$ cat src/rtl/mips_pkg.sv
// Shared encodings for the multi-cycle MIPS controller: opcodes, functs,
// ALU operation codes, operand/PC select encodings and the FSM state set.
package mips_pkg;

  localparam logic [5:0] OP_R    = 6'h00;
  localparam logic [5:0] OP_LW   = 6'h23;
  localparam logic [5:0] OP_SW   = 6'h2B;
  localparam logic [5:0] OP_BEQ  = 6'h04;
  localparam logic [5:0] OP_BNE  = 6'h05;
  localparam logic [5:0] OP_ADDI = 6'h08;
  localparam logic [5:0] OP_ANDI = 6'h0C;
  localparam logic [5:0] OP_ORI  = 6'h0D;
  localparam logic [5:0] OP_SLTI = 6'h0A;
  localparam logic [5:0] OP_J    = 6'h02;

  localparam logic [5:0] FN_ADD = 6'h20;
  localparam logic [5:0] FN_SUB = 6'h22;
  localparam logic [5:0] FN_AND = 6'h24;
  localparam logic [5:0] FN_OR  = 6'h25;
  localparam logic [5:0] FN_NOR = 6'h27;
  localparam logic [5:0] FN_SLT = 6'h2A;
  localparam logic [5:0] FN_SLL = 6'h00;
  localparam logic [5:0] FN_SRL = 6'h02;

  localparam logic [3:0] ALU_AND = 4'b0000;
  localparam logic [3:0] ALU_OR  = 4'b0001;
  localparam logic [3:0] ALU_ADD = 4'b0010;
  localparam logic [3:0] ALU_SLL = 4'b0100;
  localparam logic [3:0] ALU_SRL = 4'b0101;
  localparam logic [3:0] ALU_SUB = 4'b0110;
  localparam logic [3:0] ALU_SLT = 4'b0111;
  localparam logic [3:0] ALU_NOR = 4'b1100;

  localparam logic [1:0] SRCB_RT      = 2'b00;
  localparam logic [1:0] SRCB_FOUR    = 2'b01;
  localparam logic [1:0] SRCB_IMM     = 2'b10;
  localparam logic [1:0] SRCB_IMM_SH2 = 2'b11;

  localparam logic [1:0] PCSRC_ALU    = 2'b00;
  localparam logic [1:0] PCSRC_ALUOUT = 2'b01;
  localparam logic [1:0] PCSRC_JUMP   = 2'b10;

  typedef enum logic [3:0] {
    S_IDLE,
    S_FETCH,
    S_DECODE,
    S_EXEC_R,
    S_R_WB,
    S_EXEC_I,
    S_I_WB,
    S_MEMADR,
    S_MEMRD,
    S_MEM_WB,
    S_MEMWR,
    S_BRANCH,
    S_JUMP
  } state_e;

endpackage

$ cat src/rtl/mips_mc_ctrl_if.sv
// Controller <-> datapath/memory bundle. master = controller (drives
// ALU/mux selects and enables), slave = datapath side (returns IR fields, flags).
interface mips_mc_ctrl_if;
  logic [5:0] opcode;
  logic [5:0] funct;
  logic       Zero;
  logic       mem_ready;
  logic [3:0] ALUCtr;
  logic       ALUSrcA;
  logic [1:0] ALUSrcB;
  logic       IorD;
  logic       MemRead;
  logic       MemWrite;
  logic       IRWrite;
  logic       RegDst;
  logic       MemtoReg;
  logic       RegWrite;
  logic [1:0] PCSource;
  logic       pc_en;
  logic       illegal;
  logic       instr_done;

  modport master (
    input  opcode, funct, Zero, mem_ready,
    output ALUCtr, ALUSrcA, ALUSrcB, IorD, MemRead, MemWrite, IRWrite,
           RegDst, MemtoReg, RegWrite, PCSource, pc_en, illegal, instr_done
  );

  modport slave (
    output opcode, funct, Zero, mem_ready,
    input  ALUCtr, ALUSrcA, ALUSrcB, IorD, MemRead, MemWrite, IRWrite,
           RegDst, MemtoReg, RegWrite, PCSource, pc_en, illegal, instr_done
  );
endinterface

$ cat src/rtl/mips_alu_dec.sv
// Combinational ALU-op decode from (state, opcode, funct); zero latency.
// Flags an unsupported R-type funct only while in EXEC_R.
module mips_alu_dec
  import mips_pkg::*;
(
  input  state_e     state_i,
  input  logic [5:0] opcode_i,
  input  logic [5:0] funct_i,
  output logic [3:0] alu_ctr_o,
  output logic       bad_funct_o
);

  logic [3:0] r_ctr;
  logic       r_ok;

  always_comb begin
    r_ctr = ALU_ADD;
    r_ok  = 1'b1;
    case (funct_i)
      FN_ADD:  r_ctr = ALU_ADD;
      FN_SUB:  r_ctr = ALU_SUB;
      FN_AND:  r_ctr = ALU_AND;
      FN_OR:   r_ctr = ALU_OR;
      FN_NOR:  r_ctr = ALU_NOR;
      FN_SLT:  r_ctr = ALU_SLT;
      FN_SLL:  r_ctr = ALU_SLL;
      FN_SRL:  r_ctr = ALU_SRL;
      default: r_ok  = 1'b0;
    endcase
  end

  always_comb begin
    alu_ctr_o   = ALU_ADD;
    bad_funct_o = 1'b0;
    case (state_i)
      // IDLE is the all-zero reset image, so the op code is 0000 there too
      S_IDLE:   alu_ctr_o = 4'b0000;
      S_EXEC_R: begin
        alu_ctr_o   = r_ctr;
        bad_funct_o = ~r_ok;
      end
      S_EXEC_I: begin
        case (opcode_i)
          OP_ANDI: alu_ctr_o = ALU_AND;
          OP_ORI:  alu_ctr_o = ALU_OR;
          OP_SLTI: alu_ctr_o = ALU_SLT;
          default: alu_ctr_o = ALU_ADD;
        endcase
      end
      S_BRANCH: alu_ctr_o = ALU_SUB;
      default:  alu_ctr_o = ALU_ADD;
    endcase
  end

endmodule

$ cat src/rtl/mips_mc_ctrl.sv
// Multi-cycle MIPS control FSM: 3-5 cycles per instruction plus one per mem_ready=0
// cycle in FETCH/MEMRD/MEMWR; requests and address select are held while waiting.
module mips_mc_ctrl
  import mips_pkg::*;
(
  input logic            clk,
  input logic            rst_n,
  mips_mc_ctrl_if.master bus
);

  state_e     state_q, state_d;
  logic       alusrca_q;
  logic [1:0] alusrcb_q;
  logic       iord_q;
  logic       memread_q;
  logic       memwrite_q;
  logic       regdst_q;
  logic       memtoreg_q;
  logic       regwrite_q;
  logic [1:0] pcsource_q;
  logic [3:0] alu_ctr;
  logic       bad_funct;
  logic       bad_op;

  mips_alu_dec u_alu_dec (
    .state_i     (state_q),
    .opcode_i    (bus.opcode),
    .funct_i     (bus.funct),
    .alu_ctr_o   (alu_ctr),
    .bad_funct_o (bad_funct)
  );

  assign bad_op = (state_q == S_DECODE) &&
                  !(bus.opcode inside {OP_R, OP_LW, OP_SW, OP_BEQ, OP_BNE,
                                       OP_ADDI, OP_ANDI, OP_ORI, OP_SLTI, OP_J});

  always_comb begin
    state_d = state_q;
    case (state_q)
      S_IDLE:   state_d = S_FETCH;
      S_FETCH:  if (bus.mem_ready) state_d = S_DECODE;
      S_DECODE: begin
        case (bus.opcode)
          OP_LW, OP_SW:                      state_d = S_MEMADR;
          OP_R:                              state_d = S_EXEC_R;
          OP_ADDI, OP_ANDI, OP_ORI, OP_SLTI: state_d = S_EXEC_I;
          OP_BEQ, OP_BNE:                    state_d = S_BRANCH;
          OP_J:                              state_d = S_JUMP;
          default:                           state_d = S_FETCH;
        endcase
      end
      S_EXEC_R: state_d = bad_funct ? S_FETCH : S_R_WB;
      S_EXEC_I: state_d = S_I_WB;
      S_MEMADR: state_d = (bus.opcode == OP_LW) ? S_MEMRD : S_MEMWR;
      S_MEMRD:  if (bus.mem_ready) state_d = S_MEM_WB;
      S_MEMWR:  if (bus.mem_ready) state_d = S_FETCH;
      S_R_WB, S_I_WB, S_MEM_WB, S_BRANCH, S_JUMP: state_d = S_FETCH;
      default:  state_d = S_IDLE;
    endcase
  end

  // State-only outputs are registered from the next state so they line up
  // with state_q; reset clears them to the IDLE image.
  always_ff @(posedge clk or negedge rst_n) begin
    if (!rst_n) begin
      state_q    <= S_IDLE;
      alusrca_q  <= 1'b0;
      alusrcb_q  <= SRCB_RT;
      iord_q     <= 1'b0;
      memread_q  <= 1'b0;
      memwrite_q <= 1'b0;
      regdst_q   <= 1'b0;
      memtoreg_q <= 1'b0;
      regwrite_q <= 1'b0;
      pcsource_q <= PCSRC_ALU;
    end else begin
      state_q    <= state_d;
      alusrca_q  <= state_d inside {S_EXEC_R, S_EXEC_I, S_MEMADR, S_BRANCH};
      iord_q     <= state_d inside {S_MEMRD, S_MEMWR};
      memread_q  <= state_d inside {S_FETCH, S_MEMRD};
      memwrite_q <= (state_d == S_MEMWR);
      regdst_q   <= (state_d == S_R_WB);
      memtoreg_q <= (state_d == S_MEM_WB);
      regwrite_q <= state_d inside {S_R_WB, S_I_WB, S_MEM_WB};
      case (state_d)
        S_FETCH:            alusrcb_q <= SRCB_FOUR;
        S_DECODE:           alusrcb_q <= SRCB_IMM_SH2;
        S_EXEC_I, S_MEMADR: alusrcb_q <= SRCB_IMM;
        default:            alusrcb_q <= SRCB_RT;
      endcase
      case (state_d)
        S_BRANCH: pcsource_q <= PCSRC_ALUOUT;
        S_JUMP:   pcsource_q <= PCSRC_JUMP;
        default:  pcsource_q <= PCSRC_ALU;
      endcase
    end
  end

  assign bus.ALUCtr   = alu_ctr;
  assign bus.ALUSrcA  = alusrca_q;
  assign bus.ALUSrcB  = alusrcb_q;
  assign bus.IorD     = iord_q;
  assign bus.MemRead  = memread_q;
  assign bus.MemWrite = memwrite_q;
  assign bus.RegDst   = regdst_q;
  assign bus.MemtoReg = memtoreg_q;
  assign bus.RegWrite = regwrite_q;
  assign bus.PCSource = pcsource_q;

  // Handshake- and flag-qualified strobes must react in the same cycle.
  assign bus.IRWrite    = (state_q == S_FETCH) && bus.mem_ready;
  assign bus.pc_en      = ((state_q == S_FETCH) && bus.mem_ready) ||
                          (state_q == S_JUMP) ||
                          ((state_q == S_BRANCH) && (bus.Zero ^ (bus.opcode == OP_BNE)));
  assign bus.illegal    = bad_op || bad_funct;
  assign bus.instr_done = (state_q inside {S_R_WB, S_I_WB, S_MEM_WB, S_BRANCH, S_JUMP}) ||
                          ((state_q == S_MEMWR) && bus.mem_ready);

endmodule

$ cat src/flat_wrapper.sv
// flat-port wrapper written by rule: the top's interface ports become plain ports
module mips_mc_ctrl_flat import mips_pkg::*;
  (clk, rst_n, bus_opcode, bus_funct, bus_Zero, bus_mem_ready, bus_ALUCtr, bus_ALUSrcA, bus_ALUSrcB, bus_IorD, bus_MemRead, bus_MemWrite, bus_IRWrite, bus_RegDst, bus_MemtoReg, bus_RegWrite, bus_PCSource, bus_pc_en, bus_illegal, bus_instr_done);
  mips_mc_ctrl_if bus_i ();
  input logic clk;
  input logic rst_n;
  input wire logic [$bits(bus_i.opcode)-1:0] bus_opcode;
  input wire logic [$bits(bus_i.funct)-1:0] bus_funct;
  input wire logic [$bits(bus_i.Zero)-1:0] bus_Zero;
  input wire logic [$bits(bus_i.mem_ready)-1:0] bus_mem_ready;
  output wire logic [$bits(bus_i.ALUCtr)-1:0] bus_ALUCtr;
  output wire logic [$bits(bus_i.ALUSrcA)-1:0] bus_ALUSrcA;
  output wire logic [$bits(bus_i.ALUSrcB)-1:0] bus_ALUSrcB;
  output wire logic [$bits(bus_i.IorD)-1:0] bus_IorD;
  output wire logic [$bits(bus_i.MemRead)-1:0] bus_MemRead;
  output wire logic [$bits(bus_i.MemWrite)-1:0] bus_MemWrite;
  output wire logic [$bits(bus_i.IRWrite)-1:0] bus_IRWrite;
  output wire logic [$bits(bus_i.RegDst)-1:0] bus_RegDst;
  output wire logic [$bits(bus_i.MemtoReg)-1:0] bus_MemtoReg;
  output wire logic [$bits(bus_i.RegWrite)-1:0] bus_RegWrite;
  output wire logic [$bits(bus_i.PCSource)-1:0] bus_PCSource;
  output wire logic [$bits(bus_i.pc_en)-1:0] bus_pc_en;
  output wire logic [$bits(bus_i.illegal)-1:0] bus_illegal;
  output wire logic [$bits(bus_i.instr_done)-1:0] bus_instr_done;
  assign bus_i.opcode = bus_opcode;
  assign bus_i.funct = bus_funct;
  assign bus_i.Zero = bus_Zero;
  assign bus_i.mem_ready = bus_mem_ready;
  assign bus_ALUCtr = bus_i.ALUCtr;
  assign bus_ALUSrcA = bus_i.ALUSrcA;
  assign bus_ALUSrcB = bus_i.ALUSrcB;
  assign bus_IorD = bus_i.IorD;
  assign bus_MemRead = bus_i.MemRead;
  assign bus_MemWrite = bus_i.MemWrite;
  assign bus_IRWrite = bus_i.IRWrite;
  assign bus_RegDst = bus_i.RegDst;
  assign bus_MemtoReg = bus_i.MemtoReg;
  assign bus_RegWrite = bus_i.RegWrite;
  assign bus_PCSource = bus_i.PCSource;
  assign bus_pc_en = bus_i.pc_en;
  assign bus_illegal = bus_i.illegal;
  assign bus_instr_done = bus_i.instr_done;
  mips_mc_ctrl u_core (.clk(clk), .rst_n(rst_n), .bus(bus_i));
endmodule
$ cat config.mk
export PLATFORM = sky130hd
export DESIGN_NAME = mips_mc_ctrl_flat
export DESIGN_NICKNAME = d
export VERILOG_FILES = /design/src/rtl/mips_pkg.sv /design/src/rtl/mips_mc_ctrl_if.sv /design/src/rtl/mips_alu_dec.sv /design/src/rtl/mips_mc_ctrl.sv /design/src/flat_wrapper.sv
export SDC_FILE = /design/constraint.sdc
export NUM_CORES = 1
export LEC_CHECK = 0
export ABC_AREA = 1
export CAP_MARGIN = 20
export CORE_MARGIN = 5
export CORE_UTILIZATION = 49
export CTS_BUF_LIST = sky130_fd_sc_hd__clkbuf_4 sky130_fd_sc_hd__clkbuf_8
export DETAILED_ROUTE_END_ITERATION = 10
export PLACE_DENSITY = 0.82
export REMOVE_ABC_BUFFERS = 1
export SLEW_MARGIN = 0
export SYNTH_ARGS = -nofsm -noshare
export SYNTH_HDL_FRONTEND = slang
export SYNTH_SLANG_ARGS = --single-unit
$ cat constraint.sdc
create_clock -name clk -period 1.5 [get_ports clk]
set_input_delay 0.3 -clock clk [delete_from_list [all_inputs] [get_ports clk]]
set_output_delay 0.3 -clock clk [all_outputs]
set_load 0.01 [all_outputs]
== Word level (Yosys, flattened, before mapping) ==
Index checks and enable logic that the tools add are counted.

* Register bits after elaboration: 15
* Input bits: 16
* Output and inout bits: 19
* Word-level logic and storage cells: 90

* Equal/unequal tests: 40
* Muxes and demuxes: 14
* Bitwise operators: 2
* Reductions and logical operators: 24

{| class="wikitable"
|+ Operators with widths
! kind !! number
|-
| == test 6 bit (second input constant) || 8
|-
| == test 4 bit (second input constant) || 10
|-
| == test 4 x 3 -> 1 bit (second input constant) || 8
|-
| case mux 4 bit (8 select lines) || 1
|-
| case mux 4 bit (7 select lines) || 1
|-
| == test 6 x 4 -> 1 bit (second input constant) || 4
|-
| case mux 4 bit (5 select lines) || 1
|-
| == test 4 x 2 -> 1 bit (second input constant) || 4
|-
| case mux 4 bit (4 select lines) || 1
|-
| == test 6 x 2 -> 1 bit (second input constant) || 2
|-
| == test 6 x 3 -> 1 bit (second input constant) || 2
|-
| zero test 6 bit || 2
|-
| two-way mux 4 bit || 3
|-
| nonzero test 10 bit || 1
|-
| case mux 3 bit (3 select lines) || 1
|-
| == test 4 x 1 -> 1 bit (second input constant) || 2
|-
| OR reduction 8 bit || 1
|-
| case mux 2 bit (3 select lines) || 1
|-
| OR reduction 2 bit || 3
|-
| OR reduction 6 bit || 1
|-
| nonzero test 5 bit || 1
|-
| logical AND 1 bit || 4
|-
| zero test 4 bit || 1
|-
| logical OR 1 bit || 4
|-
| 11 further kinds || 13
|}

== Logic depth before layout (Yosys ltp) ==
* Depth in word-level cells: 10
* Mapped depth: 12
* Depth with buffers taken out: 12

== Cells and area by module ==
Synthesis repeated with hierarchy kept, for this count alone.

* Cell total of the unflattened synthesis: 202
* Area total of the unflattened synthesis: 1316.3 µm²

{| class="wikitable"
|+ By module, submodules not included
! module !! instances !! cells an instance !! area each (µm²) !! sequential area each (µm²)
|-
| mips_mc_ctrl || 1 || 122 || 923.4 || 375.4
|-
| mips_alu_dec || 1 || 80 || 392.9 || 0.0
|}

== Worst setup path before layout ==
Ideal clock, no wire load.

* Path type: register to output
* Start: register u_core.state_q[0]
* End: output port bus_pc_en
* Arrival: 1.089 ns
* Setup slack: 0.111 ns
* Stages on the path, launching flop included: 4
* Path through: dfrtp_1 > inv_2 > nand2_4 > o311ai_0

* Word-level cells in the longest chain between the ends: 4
* Elaborated cells on any way between the ends: 7
* Those cells by class: eq/ne (3); reduce/logical (4)

{| class="wikitable"
|+ Ends and longest elaborated chain
! element !! line !! RTL
|-
| from (decl) || mips_mc_ctrl.sv:11 || <nowiki>state_e state_q, state_d;</nowiki>
|-
| from (signal assigned) || mips_mc_ctrl.sv:77 || <nowiki>state_q <= state_d;</nowiki>
|-
| == test 4 x 1 -> 1 bit || mips_mc_ctrl.sv:112 || <nowiki>assign bus.pc_en = ((state_q == S_FETCH) && bus.mem_ready) ||</nowiki>
|-
| logical AND 1 bit || mips_mc_ctrl.sv:112 ||
|-
| logical OR 1 bit || mips_mc_ctrl.sv:112 ||
|-
| logical OR 1 bit (*) || mips_mc_ctrl.sv:113 || <nowiki>(state_q == S_JUMP) ||</nowiki>
|-
| to (decl) || flat_wrapper.sv:22 || <nowiki>output wire logic [$bits(bus_i.pc_en)-1:0] bus_pc_en;</nowiki>
|}

Every way passes the cells marked *; elsewhere a longest branch is shown, timed or not.

== Worst setup path after layout ==
* Start: input port bus_funct[3]
* End: output port bus_ALUCtr[1]

* Word-level cells in the longest chain between the ends: 3
* Elaborated cells on any way between the ends: 9
* Those cells by class: eq/ne (6); mux (2); reduce/logical (1)

{| class="wikitable"
|+ Ends and longest elaborated chain
! element !! line !! RTL
|-
| from (decl) || flat_wrapper.sv:8 || <nowiki>input wire logic [$bits(bus_i.funct)-1:0] bus_funct;</nowiki>
|-
| == test 6 x 2 -> 1 bit (tied with other cells) || mips_alu_dec.sv:19 || <nowiki>case (funct_i)</nowiki>
|-
| case mux 4 bit (7 select lines) (*) || mips_alu_dec.sv:19 ||
|-
| case mux 4 bit (4 select lines) (*) || mips_alu_dec.sv:35 || <nowiki>case (state_i)</nowiki>
|-
| to (decl) || flat_wrapper.sv:11 || <nowiki>output wire logic [$bits(bus_i.ALUCtr)-1:0] bus_ALUCtr;</nowiki>
|}

Marks and branches as above.

==> flow_summary.yaml <==
final_layout:
  nets: 296
  antenna_cells_inserted: 0
  area.growth.synth_to_final_pct: 88.88
  drive_above_1_share: 0.5090
detailed_routing:
  drt_wl_total_mm: 7.747
  met3WireLength_mm: 1.037
  drt-vias-per-instance: 6.689
  detailroute.wirelength.met2_mm: 3.375
  drt_pass_1_iters: 6
  wirelength_met1_mm: 2.436
  detailedRoute.firstIterationViolations: 229
  drc: 0
  top_layer: "met4"
  drt-wirelength-per-cell_um: 25.07
  dr_total_vias: 2067
  ant_nets: 0
sta:
  finClkSkew_ps: 4.424
  worst-slew-pin-transition_ps: 485.7
  grt_setup_unrepaired: "true"
  setup_ws_ps: -642.3
  final_min_period_over_clock_period: 1.428
  finalMaxSlewViolations: 0
  finalSetupTns_ps: -7809
  setup_viol: 25
  timing.final.crit_period_ps: 2142
  maxSlewHeadroom: 0.6740
  max_freq_mhz: 466.8
  report.final.hold_viol_count: 0
synth:
  synth-simple-area-share: 0.5156
  netlist_instances: 181
  ys_seq_elements: 15
  synth_async_sr_flop_share: 1.000
  synth_edf_count: 0
  synth.mux.area_fraction: 0
  synthAdderAreaFrac: 0
  syn-mean-instance-area_um2: 6.650
  synthesized_area_fraction_occupied_by_ao_oa_aoi_and_oai_cells: 0.06965
  combinational_family_with_the_most_area_after_synthesis: "simple AND/OR/NAND/NOR gates"
  synth_ff_type: "sky130_fd_sc_hd__dfrtp_1"
  synth.yosys.warnings: 0
  yosysUniqueCellTypes: 24
  synthXorXnorAreaFrac: 0
  syn_area_um2: 1204
  synth-seq-area-share: 0.3119
die:
  floorplan.die_area_um2: 3547
  die_height_um: 59.56
  floorplan.die.width_um: 59.56
  io_pins: 35
  coreArea_um2: 2410
  placementRows: 18
  start_util: 0.4995
placement:
  gp_congestion: 0.8580
  hpwlAfterDp_mm: 2.920
  placement.io_buffers: 34
setup_path:
  crit_path_max_incr_delay_ps: 300
  setup.reg_to_reg.worst_slack_ps: -430
  crit_path_top_delay_cell: "sky130_fd_sc_hd__clkdlybuf4s15_1"
  end_kind: "primary output"
  worst-endpoint-arrival_ps: 1840
  crit-reg2reg-capture: "u_core.bus.MemRead"
  critical_path.reg2reg.startpoint: "u_core.state_q[1]"
  required_ps: 1200
  critical_path.most_common_cell: "sky130_fd_sc_hd__nor2_1"
  crit_path_start_kind: "input port"
  critical_path.cell_chain: "clkdlybuf4s15_1, inv_1, nor2_1, nand3_4, nand3_2, nor2_1, nand3b_1, nand2_1, nand3_1, buf_2"
  crit_fanout: 4
  worst-setup-path-type: "input port to primary output"
  worst_r2r_path_depth: 10
clocking:
  clock_tree_from_tritoncts: "done"
  cts_inserted_buffers: 3
  cts_buffer_depth: 2
  cts.root.buffer_cell: "sky130_fd_sc_hd__clkbuf_4"
  worst_skew_pair.late_latency_ps: 310
  cts.sink_count: 15
  cts_htree_levels: 1
  reg_clk_slew_reported_paths_ps: 100
status:
  status: "finished, violations left"
  violations: "negative setup slack"
power:
  worst_ir_drop_vdd_uv: 1485
  power-per-cell-area_nw_per_um2: 1395
  p_leak_nw: 1.277
  report.power.total_mw: 3.170
global_routing:
  aggregate_global_route_resource_usage: 0.3077
  grt_pass1_wl_mm: 7.983
  grt_pass1_vias: 1658
  pin_count_of_the_biggest_net_entering_global_routing: 16
  globalRoute.totalOverflow: 0
  antenna_found_initial: 1
worst_hold_path:
  hold_path.class: "input port to asynchronous set/reset pin"
run:
  maxCapViolCount: 0
[where the power goes]
part	switching [mW]	leakage [nW]	internal (mW)
sequential	0.0710	0.196	0.504
combinational	1.29	1.06	1.03
clock	0.150	0.0184	0.122
[synth_stat cells (2+ instances only)]
library cell | n | area (um2)
sky130_fd_sc_hd__a21oi_1 | 2 | 10.01
sky130_fd_sc_hd__dfrtp_1 | 15 | 375.4
sky130_fd_sc_hd__inv_1 | 27 | 101.4
sky130_fd_sc_hd__inv_2 | 6 | 22.52
sky130_fd_sc_hd__nand2_1 | 33 | 123.9
sky130_fd_sc_hd__nand2_2 | 7 | 43.79
sky130_fd_sc_hd__nand3_1 | 27 | 135.1
sky130_fd_sc_hd__nand3_2 | 6 | 60.06
sky130_fd_sc_hd__nand3_4 | 2 | 35.03
sky130_fd_sc_hd__nand4_1 | 2 | 12.51
sky130_fd_sc_hd__nor2_1 | 27 | 101.4
sky130_fd_sc_hd__nor2_2 | 9 | 56.30
sky130_fd_sc_hd__nor2_4 | 2 | 22.52
sky130_fd_sc_hd__o21ai_0 | 4 | 20.02
sky130_fd_sc_hd__o21ai_1 | 3 | 15.01
[worst max-delay path by stage]
stage                         end  depth (start not counted)         startpoint  slack, ps
global route        bus_ALUCtr[1]                         10       bus_funct[3]       -720
global placement    bus_ALUCtr[1]                         10       bus_funct[5]       -900
detailed placement  bus_ALUCtr[1]                         10       bus_funct[5]       -920
finish              bus_ALUCtr[1]                         10       bus_funct[3]       -640
floorplan               bus_pc_en                          3  u_core.state_q[0]        110
CTS                 bus_ALUCtr[1]                          8  u_core.state_q[3]       -290
[stage by stage]
stage	setup slack [ps]	util	instances	hold WS [ps]	instance area [um2]
after floorplan	111.1	-	181	4.409	1204
after global placement	-895.5	0.7747	283	625.0	1867
after global routing	-715.7	0.9434	309	372.8	2273
final	-642.3	0.9434	309	357.0	2273
after CTS	-290.7	0.8723	302	320.8	2102
after detailed placement	-921.1	0.7747	283	628.8	1867
[critical path: cells and delay by family]
kind | cells | cell delay [ps]
buffers and inverters | 3 | 550
AND/OR/NAND/NOR | 7 | 980
[state kept, by name, summed over array words and instances (netlist names)]
name,flops
u_core.bus.RegDst,1
u_core.bus.IorD,1
u_core.bus.MemRead,1
u_core.bus.ALUSrcB,2
u_core.bus.MemWrite,1
u_core.bus.MemtoReg,1
u_core.bus.ALUSrcA,1
u_core.state_q,4
u_core.bus.RegWrite,1
u_core.bus.PCSource,2
[kinds of logic after synthesis]
kind of cell,count (synthesis)
and+or+nand+nor,119
buffers and inverters,33
DFF,15
AOI/OAI and AO/OA,14
[layer usage]
metal / global-route usage / vias up
li1: - / 781
met1: 0.3440 / 926
met2: 0.5523 / 253
met3: 0.08497 / 107
met4: 0.1108 / 0
met5: 0 / -
[layout make-up]
class	count	area (um2)
repair buffers	94	782.0
well taps	30	37.54
fillers	74	136.4
inverters	33	128.9
flip-flops and latches	15	376.6
clock buffers	4	30.03
multi-input cells	133	918.4
[placed cells by master (no fill, tap or decap)]
cell type | Yosys | final
sky130_fd_sc_hd__clkbuf_2 | 0 | 4
sky130_fd_sc_hd__o21ai_2 | 0 | 2
sky130_fd_sc_hd__clkdlybuf4s15_2 | 0 | 1
sky130_fd_sc_hd__nor2_1 | 27 | 18
sky130_fd_sc_hd__o221ai_2 | 0 | 1
sky130_fd_sc_hd__nor2_2 | 9 | 7
sky130_fd_sc_hd__nand2_1 | 33 | 27
sky130_fd_sc_hd__nand2_2 | 7 | 9
sky130_fd_sc_hd__dfrtp_2 | 0 | 1
sky130_fd_sc_hd__clkbuf_4 | 0 | 4
sky130_fd_sc_hd__nand2_8 | 0 | 1
sky130_fd_sc_hd__dfrtp_1 | 15 | 14
sky130_fd_sc_hd__nand2_4 | 1 | 4
sky130_fd_sc_hd__o21ai_0 | 4 | 1
sky130_fd_sc_hd__nor2_4 | 2 | 13
sky130_fd_sc_hd__clkdlybuf4s15_1 | 0 | 3
sky130_fd_sc_hd__nand4_1 | 2 | 2
sky130_fd_sc_hd__a21oi_1 | 2 | 1
sky130_fd_sc_hd__inv_2 | 6 | 9
sky130_fd_sc_hd__buf_4 | 0 | 50
sky130_fd_sc_hd__inv_1 | 27 | 22
sky130_fd_sc_hd__clkdlybuf4s50_1 | 0 | 11
sky130_fd_sc_hd__dlygate4sd2_1 | 0 | 5
sky130_fd_sc_hd__inv_4 | 0 | 2
sky130_fd_sc_hd__buf_6 | 0 | 11
sky130_fd_sc_hd__dlymetal6s2s_1 | 0 | 3
sky130_fd_sc_hd__o311ai_1 | 0 | 1
sky130_fd_sc_hd__a21oi_2 | 0 | 1
sky130_fd_sc_hd__nor3_1 | 1 | 1
sky130_fd_sc_hd__nand3b_1 | 1 | 1
sky130_fd_sc_hd__nand3_4 | 2 | 6
sky130_fd_sc_hd__nand3_2 | 6 | 8
sky130_fd_sc_hd__o21ai_1 | 3 | 4
sky130_fd_sc_hd__or2_2 | 1 | 1
sky130_fd_sc_hd__buf_2 | 0 | 6
sky130_fd_sc_hd__nand3_1 | 27 | 21
sky130_fd_sc_hd__o211ai_1 | 1 | 1
sky130_fd_sc_hd__a31oi_4 | 0 | 1
sky130_fd_sc_hd__o21a_1 | 1 | 1
[timing repair]
action | in CTS | in global routing
hold buffers | 0 | 0
resized for setup | 88 | 42
setup buffers | 17 | 8
setup endpoints to repair | 17 | 23
pin swaps | 13 | 12
(Power assumes the default switching activity.)
